==> config.mk <==
export PLATFORM = sky130hd
export DESIGN_NAME = deb_sched
export DESIGN_NICKNAME = d
export VERILOG_FILES = /design/src/rtl/deb_sched.sv
export SDC_FILE = /design/constraint.sdc
export NUM_CORES = 1
export LEC_CHECK = 0
export BUFFER_PORTS_ARGS = -buffer_cell sky130_fd_sc_hd__clkbuf_2
export CAP_MARGIN = 20
export CORE_UTILIZATION = 56
export DETAILED_ROUTE_END_ITERATION = 10
export PLACE_DENSITY = 0.83
export SLEW_MARGIN = 20
export SYNTH_ARGS = -nofsm -noshare
export SYNTH_HDL_FRONTEND = slang
export SYNTH_SLANG_ARGS = --single-unit
==> constraint.sdc <==
create_clock -name clk -period 2.4 [get_ports clk]
set_clock_uncertainty 0.15 [all_clocks]
set_input_delay 0.24 -clock clk [delete_from_list [all_inputs] [get_ports clk]]
set_output_delay 0.24 -clock clk [all_outputs]
set_load 0.01 [all_outputs]
==> src/rtl/deb_sched.sv <==
`default_nettype none
// ============================================================================
// deb_sched : time-shared debounce controller, one stability counter
//             arbitrated round-robin among N synchronized inputs.
// Revision  : 1.0
// ============================================================================
module deb_sched #(
  parameter  int   N       = 4,
  parameter  int   CNT_W   = 8,
  parameter  logic OUT_RST = 1'b1,
  localparam int   SEL_W   = $clog2(N)
) (
  input  logic             clk,
  input  logic             rst,
  input  logic [N-1:0]     in,
  input  logic             en,
  output logic [N-1:0]     out,
  output logic [N-1:0]     rise,
  output logic [N-1:0]     fall,
  output logic             busy,
  output logic [SEL_W-1:0] sel
);

  typedef enum logic [1:0] {
    IDLE  = 2'd0,
    TRACK = 2'd1,
    DONE  = 2'd2
  } state_t;

  localparam logic [CNT_W-1:0] CNT_MAX = '1;

  state_t             state_q, state_d;
  logic [N-1:0]       s1_q, s_q;
  logic [N-1:0]       out_q, out_d;
  logic [N-1:0]       rise_q, rise_d;
  logic [N-1:0]       fall_q, fall_d;
  logic               busy_q, busy_d;
  logic [SEL_W-1:0]   sel_q, sel_d;
  logic [SEL_W-1:0]   ptr_q, ptr_d;
  logic [CNT_W-1:0]   cnt_q, cnt_d;
  logic               val_q, val_d;
  logic [N-1:0]       mism;
  logic [SEL_W-1:0]   pick;
  logic [SEL_W-1:0]   sel_next;

  // First requesting channel at or after start, wrapping modulo N.
  function automatic logic [SEL_W-1:0] rr_pick(input logic [N-1:0]     req,
                                               input logic [SEL_W-1:0] start);
    logic [SEL_W-1:0] res;
    logic [SEL_W:0]   sum;
    res = start;
    for (int k = N - 1; k >= 0; k--) begin
      sum = {1'b0, start} + (SEL_W+1)'(k);
      if (sum >= (SEL_W+1)'(N)) sum = sum - (SEL_W+1)'(N);
      if (req[sum[SEL_W-1:0]]) res = sum[SEL_W-1:0];
    end
    return res;
  endfunction

  assign mism     = s_q ^ out_q;
  assign pick     = rr_pick(mism, ptr_q);
  assign sel_next = (sel_q == SEL_W'(N - 1)) ? '0 : sel_q + SEL_W'(1);

  always_comb begin
    state_d = state_q;
    out_d   = out_q;
    rise_d  = '0;
    fall_d  = '0;
    sel_d   = sel_q;
    ptr_d   = ptr_q;
    cnt_d   = cnt_q;
    val_d   = val_q;
    unique case (state_q)
      IDLE: begin
        if (|mism) begin
          sel_d   = pick;
          val_d   = s_q[pick];
          cnt_d   = '0;
          state_d = TRACK;
        end
      end
      TRACK: begin
        // A bounce back to the committed level abandons the attempt.
        if (s_q[sel_q] != val_q) begin
          ptr_d   = sel_next;
          state_d = IDLE;
        end else if (cnt_q == CNT_MAX) begin
          out_d[sel_q]  = val_q;
          rise_d[sel_q] = val_q;
          fall_d[sel_q] = ~val_q;
          ptr_d         = sel_next;
          state_d       = DONE;
        end else if (en) begin
          cnt_d = cnt_q + CNT_W'(1);
        end
      end
      DONE:    state_d = IDLE;
      default: state_d = IDLE;
    endcase
    busy_d = (state_d != IDLE);
  end

  always_ff @(posedge clk) begin
    if (rst) begin
      state_q <= IDLE;
      s1_q    <= {N{OUT_RST}};
      s_q     <= {N{OUT_RST}};
      out_q   <= {N{OUT_RST}};
      rise_q  <= '0;
      fall_q  <= '0;
      busy_q  <= 1'b0;
      sel_q   <= '0;
      ptr_q   <= '0;
      cnt_q   <= '0;
      val_q   <= 1'b0;
    end else begin
      state_q <= state_d;
      s1_q    <= in;
      s_q     <= s1_q;
      out_q   <= out_d;
      rise_q  <= rise_d;
      fall_q  <= fall_d;
      busy_q  <= busy_d;
      sel_q   <= sel_d;
      ptr_q   <= ptr_d;
      cnt_q   <= cnt_d;
      val_q   <= val_d;
    end
  end

  assign out  = out_q;
  assign rise = rise_q;
  assign fall = fall_q;
  assign busy = busy_q;
  assign sel  = sel_q;

endmodule
`default_nettype wire
# Word level (Yosys, flattened, before mapping)
# Index checks and enable logic that the tools add are counted.
word_totals:
  reg_bits: 36
  latchBits: 0
  mem_bits_rw: 0
  mem_bits_ro: 0
  inputBits: 7
  word_cells: 92
  memories: 0
classes:
  n_addsub: 9
  mul: 0
  div_mod_pow: 0
  magnitude_cmp: 11
  n_eq_ne: 8
  shift: 0
  muxes: 35
  bitwise: 7
  n_reduce_logical: 11
op_table:
  columns: ["cell", "count"]
  rows:
  - ["$mux W8", 4]
  - ["$mux W2", 14]
  - ["$lt A2 B3 Y1 const B", 6]
  - ["$pmux W8 S2", 1]
  - ["$bmux W1 S2", 6]
  - ["$ge A3 B3 Y1 const B", 3]
  - ["$add A8 B1 Y8 const B", 1]
  - ["$and A4 B4 Y4", 2]
  - ["$eq A8 B8 Y1 const B", 1]
  - ["$ne A2 B2 Y1 const B", 4]
  - ["$reduce_or A4 Y1", 2]
  - ["$sub A2 B1 Y2 const B", 4]
  - ["$mux W1", 7]
  - ["$add A2 B2 Y3 const B", 2]
  - ["$reduce_bool A2 Y1", 3]
  - ["$reduce_and A5 Y1", 1]
  - ["$bwmux W4", 1]
  - ["$not A1 Y1", 4]
  - ["$pmux W2 S2", 1]
  - ["$reduce_and A2 Y1", 2]
  - ["$xor A4 B4 Y4", 1]
  - ["$add A2 B1 Y3 const B", 1]
  - ["$ge A2 B3 Y1 const B", 1]
  - ["$reduce_and A3 Y1", 1]
  - ["8 further kinds", 8]

# Depth between registers and ports, before layout
logic_depth:
  word_depth: 11
  mapped_depth: 6
  ltp_nobuf: 6

# Worst setup path before layout
# No wires, ideal clock.
synth_path:
  path_type: "flip-flop to flip-flop"
  startpoint: "register sel_q[1], in the netlist sel[1]"
  endpoint: "register out_q[1], in the netlist out[1]"
  setup_time_ns: 0.122
  t_arrival_ns: 1.917
  t_required_ns: 2.128
  setup_slack_ns: 0.211
  path_stages_with_launch: 7
  n_path_buf: 0
  period_less_slack_ns: 2.189
  path_cell_list: "dfxtp_1 -> mux4_2 -> xnor2_4 -> nand2_2 -> nor2_4 -> a21boi_1 -> a311o_1"
synth_between:
  elab_chain_len: 5
  elab_cells_between_ends: 11
  cone_classes: "order compare: 2; eq/ne: 1; mux: 5; bitwise: 1; reduce/logical: 2"
synth_rtl:
  columns: ["element", "line_no", "text"]
  rows:
  - ["start: declaration", "38", "logic [SEL_W-1:0] sel_q, sel_d;"]
  - ["start signal: assignment", "124", "sel_q <= sel_d;"]
  - ["$lt A2 B3 Y1 (not written as such) (tied with other cells)", "88", "out_d[sel_q] = val_q;"]
  - ["$logic_and A1 B1 Y1 (not written as such) or $mux W1 (tied branches)", "88, 84", null]
  - ["$mux W1 (not written as such) or $ne A1 B1 Y1 (tied branches)", "88, 84", null]
  - ["$demux W1 S2 or $not A1 Y1 (tied branches)", null, null]
  - ["$bwmux W4 or $reduce_and A3 Y1 (tied branches)", null, null]
  - ["end signal: assignment", "108", "out_q <= {N{OUT_RST}};"]
  - ["end signal: assignment", "120", "out_q <= out_d;"]
  - ["end: declaration", "34", "logic [N-1:0] out_q, out_d;"]
# Several ways; a longest one is shown, not always the timed one. The select of a mux whose other input is x is not followed.
# A chain may end at the register's enable or synchronous reset.

# Final worst setup path
layout_path:
  startpoint: "register sel_q[1], in the netlist sel[1]"
  endpoint: "register out_q[2], in the netlist out[2]"
# Same word-level chain as after synthesis.

==> flow_summary.json <==
{
  "status": "completed",
  "start_kind": "flop",
  "cp-end-kind": "flop",
  "setup_viol": 0,
  "vias": 1255,
  "criticalPathCategory": "reg -> reg",
  "dieArea_sq_um": 3130,
  "drc": 0,
  "power_mw": 1.16,
  "drtIter0Drc": 42,
  "finalHoldViolations": 0,
  "antenna_found_initial": 0,
  "die_w_um": 56.0,
  "synthDistinctLibCells": 41,
  "pin_count": 22,
  "vdd_drop_max_uv": 462,
  "synth.cell_area_sq_um": 1630,
  "routedWlPerCell_um": 14.6,
  "leakagePower_nw": 0.731,
  "grt_max_degree": 28,
  "avgSynthCellArea_sq_um": 9.94,
  "die_h_um": 56.0,
  "viasPerCell": 5.60,
  "start_util_pct": 59.1,
  "htreeDepth": 2,
  "cp_max_fo": 8,
  "maxSlewHeadroom_pct": 67.1,
  "fin_util_pct": 67.7,
  "dp_hpwl_um": 2420,
  "cts_inserted_buffers": 5,
  "grt_pass1_vias": 1261,
  "gp_congestion": 0.892,
  "grt_remaining_overflow": 0,
  "antenna_cells": 0,
  "layout_common_cells": "dfxtp_1, clkbuf_2, nor2_1",
  "timing.fmax_ghz": 0.437,
  "cts-root-buf": "clkbuf_4",
  "synthArstFlopShare_pct": 0,
  "holdCritPathClass": "in -> reg",
  "critPathTopFamily": "multiplexers",
  "syn_to_final_growth_pct": 14.5,
  "grt_pass1_wl_um": 5420,
  "layout_commonest_cell": "dfxtp_1",
  "cts_max_path_buffers": 2,
  "path_clk_slew_ps": 100,
  "dpl_cell_area_sq_um": 1760,
  "maxCapViolations": 0,
  "synth_edf_count": 0,
  "worstMarginPinSlew_ps": 493,
  "cts_tree": "yes",
  "cts_sinks": 36,
  "max_stage_delay_ps": 610,
  "finalCritPeriodShare_pct": 95.4,
  "required_ps": 2470,
  "insertion_delay_ps": 340,
  "port-buffer-count": 21,
  "drt-total-wl_um": 3280,
  "dr.pass1.iters": 4,
  "ys_ff_latch": 36,
  "synth_ff_type": "dfxtp_1",
  "final-max-slew-violation-count": 0,
  "worstPathCellList": "mux4_2 -> xnor2_4 -> nand2_2 -> nor2_4 -> a21boi_1 -> a311o_1",
  "p_per_area_nw_per_um2": 619,
  "core-area_sq_um": 2760,
  "grt_setup_unrepaired": "no",
  "min_period_ps": 2290,
  "syn_inst": 164,
  "final_cell_area_sq_um": 1870,
  "gr-usage-all-layers_pct": 23.4,
  "finalNetCount": 205,
  "num_rows": 19,
  "final.setup.tns_ps": 0,
  "synth_fp_nets": 176,
  "cp_data_arrival_time_ps": 2360,
  "drtAntennaViolNets": 0,
  "crit_buf_inv": 0,
  "crit_slowest_cell": "mux4_2",
  "yosysSeqAreaShare_pct": 44.2,
  "post_cts_buffers": 0,
  "yosysWarnings": 0,
  "drive_above_1_share_pct": 24.9
}
-- logic make-up after synthesis --
kind of cell | after synthesis | share of synthesized area (%)
AOI/OAI and AO/OA | 29 | 14.0
xor gates and xnor gates | 14 | 8.67
adders and majority gates | 5 | 3.84
buffers and inverters | 7 | 1.92
DFF | 36 | 44.2
muxes | 4 | 3.22
and+or+nand+nor | 69 | 24.2
-- report_power, final --
group          internal (mW)  total [mW]  switching [mW]
combinational         0.0702       0.162          0.0922
clock                  0.166       0.353           0.187
sequential             0.616       0.640          0.0241
total                  0.852        1.16           0.303
-- final timing paths --
check / start / end / slack [ps] / cells past startpoint
max: sel[1] / out[2] / 110 / 6
max reg2reg: sel[1] / out[2] / 110 / 6
min reg2reg: s1_q[1] / s_q[1] / 270 / 1
min: en / cnt_q[0] / 240 / 4
-- registers in the layout (all words and copies together) (netlist names) --
name	cells
out	4
busy	1
s_q	4
s1_q	4
rise	4
cnt_q	8
val_q	1
sel	2
ptr_q	2
state_q	2
fall	4
-- what timing repair did --
item	CTS	global route
hold buffers	4	0
endpoints found under the hold margin	4	0
resized for setup	0	0
-- tightest hold or removal path, stage by stage --
cell and delay [ps]:
clkbuf_2 110, a21oi_4 100, o21ai_0 170, a21oi_1 60
-- stage by stage --
| stage | setup WS (ps) | hold WS, ps | cells |
|---|---|---|---|
| finish | 109 | 236 | 224 |
| global route | 6.28 | 260 | 224 |
| CTS | 108 | 224 | 224 |
| detailed placement | 114 | 250 | 213 |
| global placement | 211 | 242 | 213 |
| floorplan | 211 | 194 | 164 |
-- metal layers --
metal,global-route usage (%),wire length (um),up-vias
met5,0,0,-
met4,12.5,55,0
met1,24.5,1350,594
li1,-,-,628
met2,39.8,1730,27
met3,9.77,136,6
-- Yosys cell counts, drive strengths merged, types with 4 or more instances --
| master | n | area [sq um] |
|---|---|---|
| and2 | 4 | 25.0 |
| nand3 | 6 | 30.0 |
| a21oi | 11 | 66.3 |
| dfxtp | 36 | 721 |
| o21ai | 5 | 25.0 |
| nand2 | 9 | 36.3 |
| nor3 | 6 | 30.0 |
| nor2 | 18 | 75.1 |
| and3 | 5 | 32.5 |
| xor2 | 4 | 35.0 |
| xnor2 | 10 | 106 |
| or2 | 8 | 50.1 |
| ha | 5 | 62.6 |
-- layout make-up --
class,instances,area [sq um]
inverters,3,11.3
clock buffers,7,65.1
multi-input cells,121,878
repair buffers,26,153
fillers,221,891
flip-flops and latches,36,721
well taps,31,38.8
No activity file was read; power rests on OpenSTA's default activity.
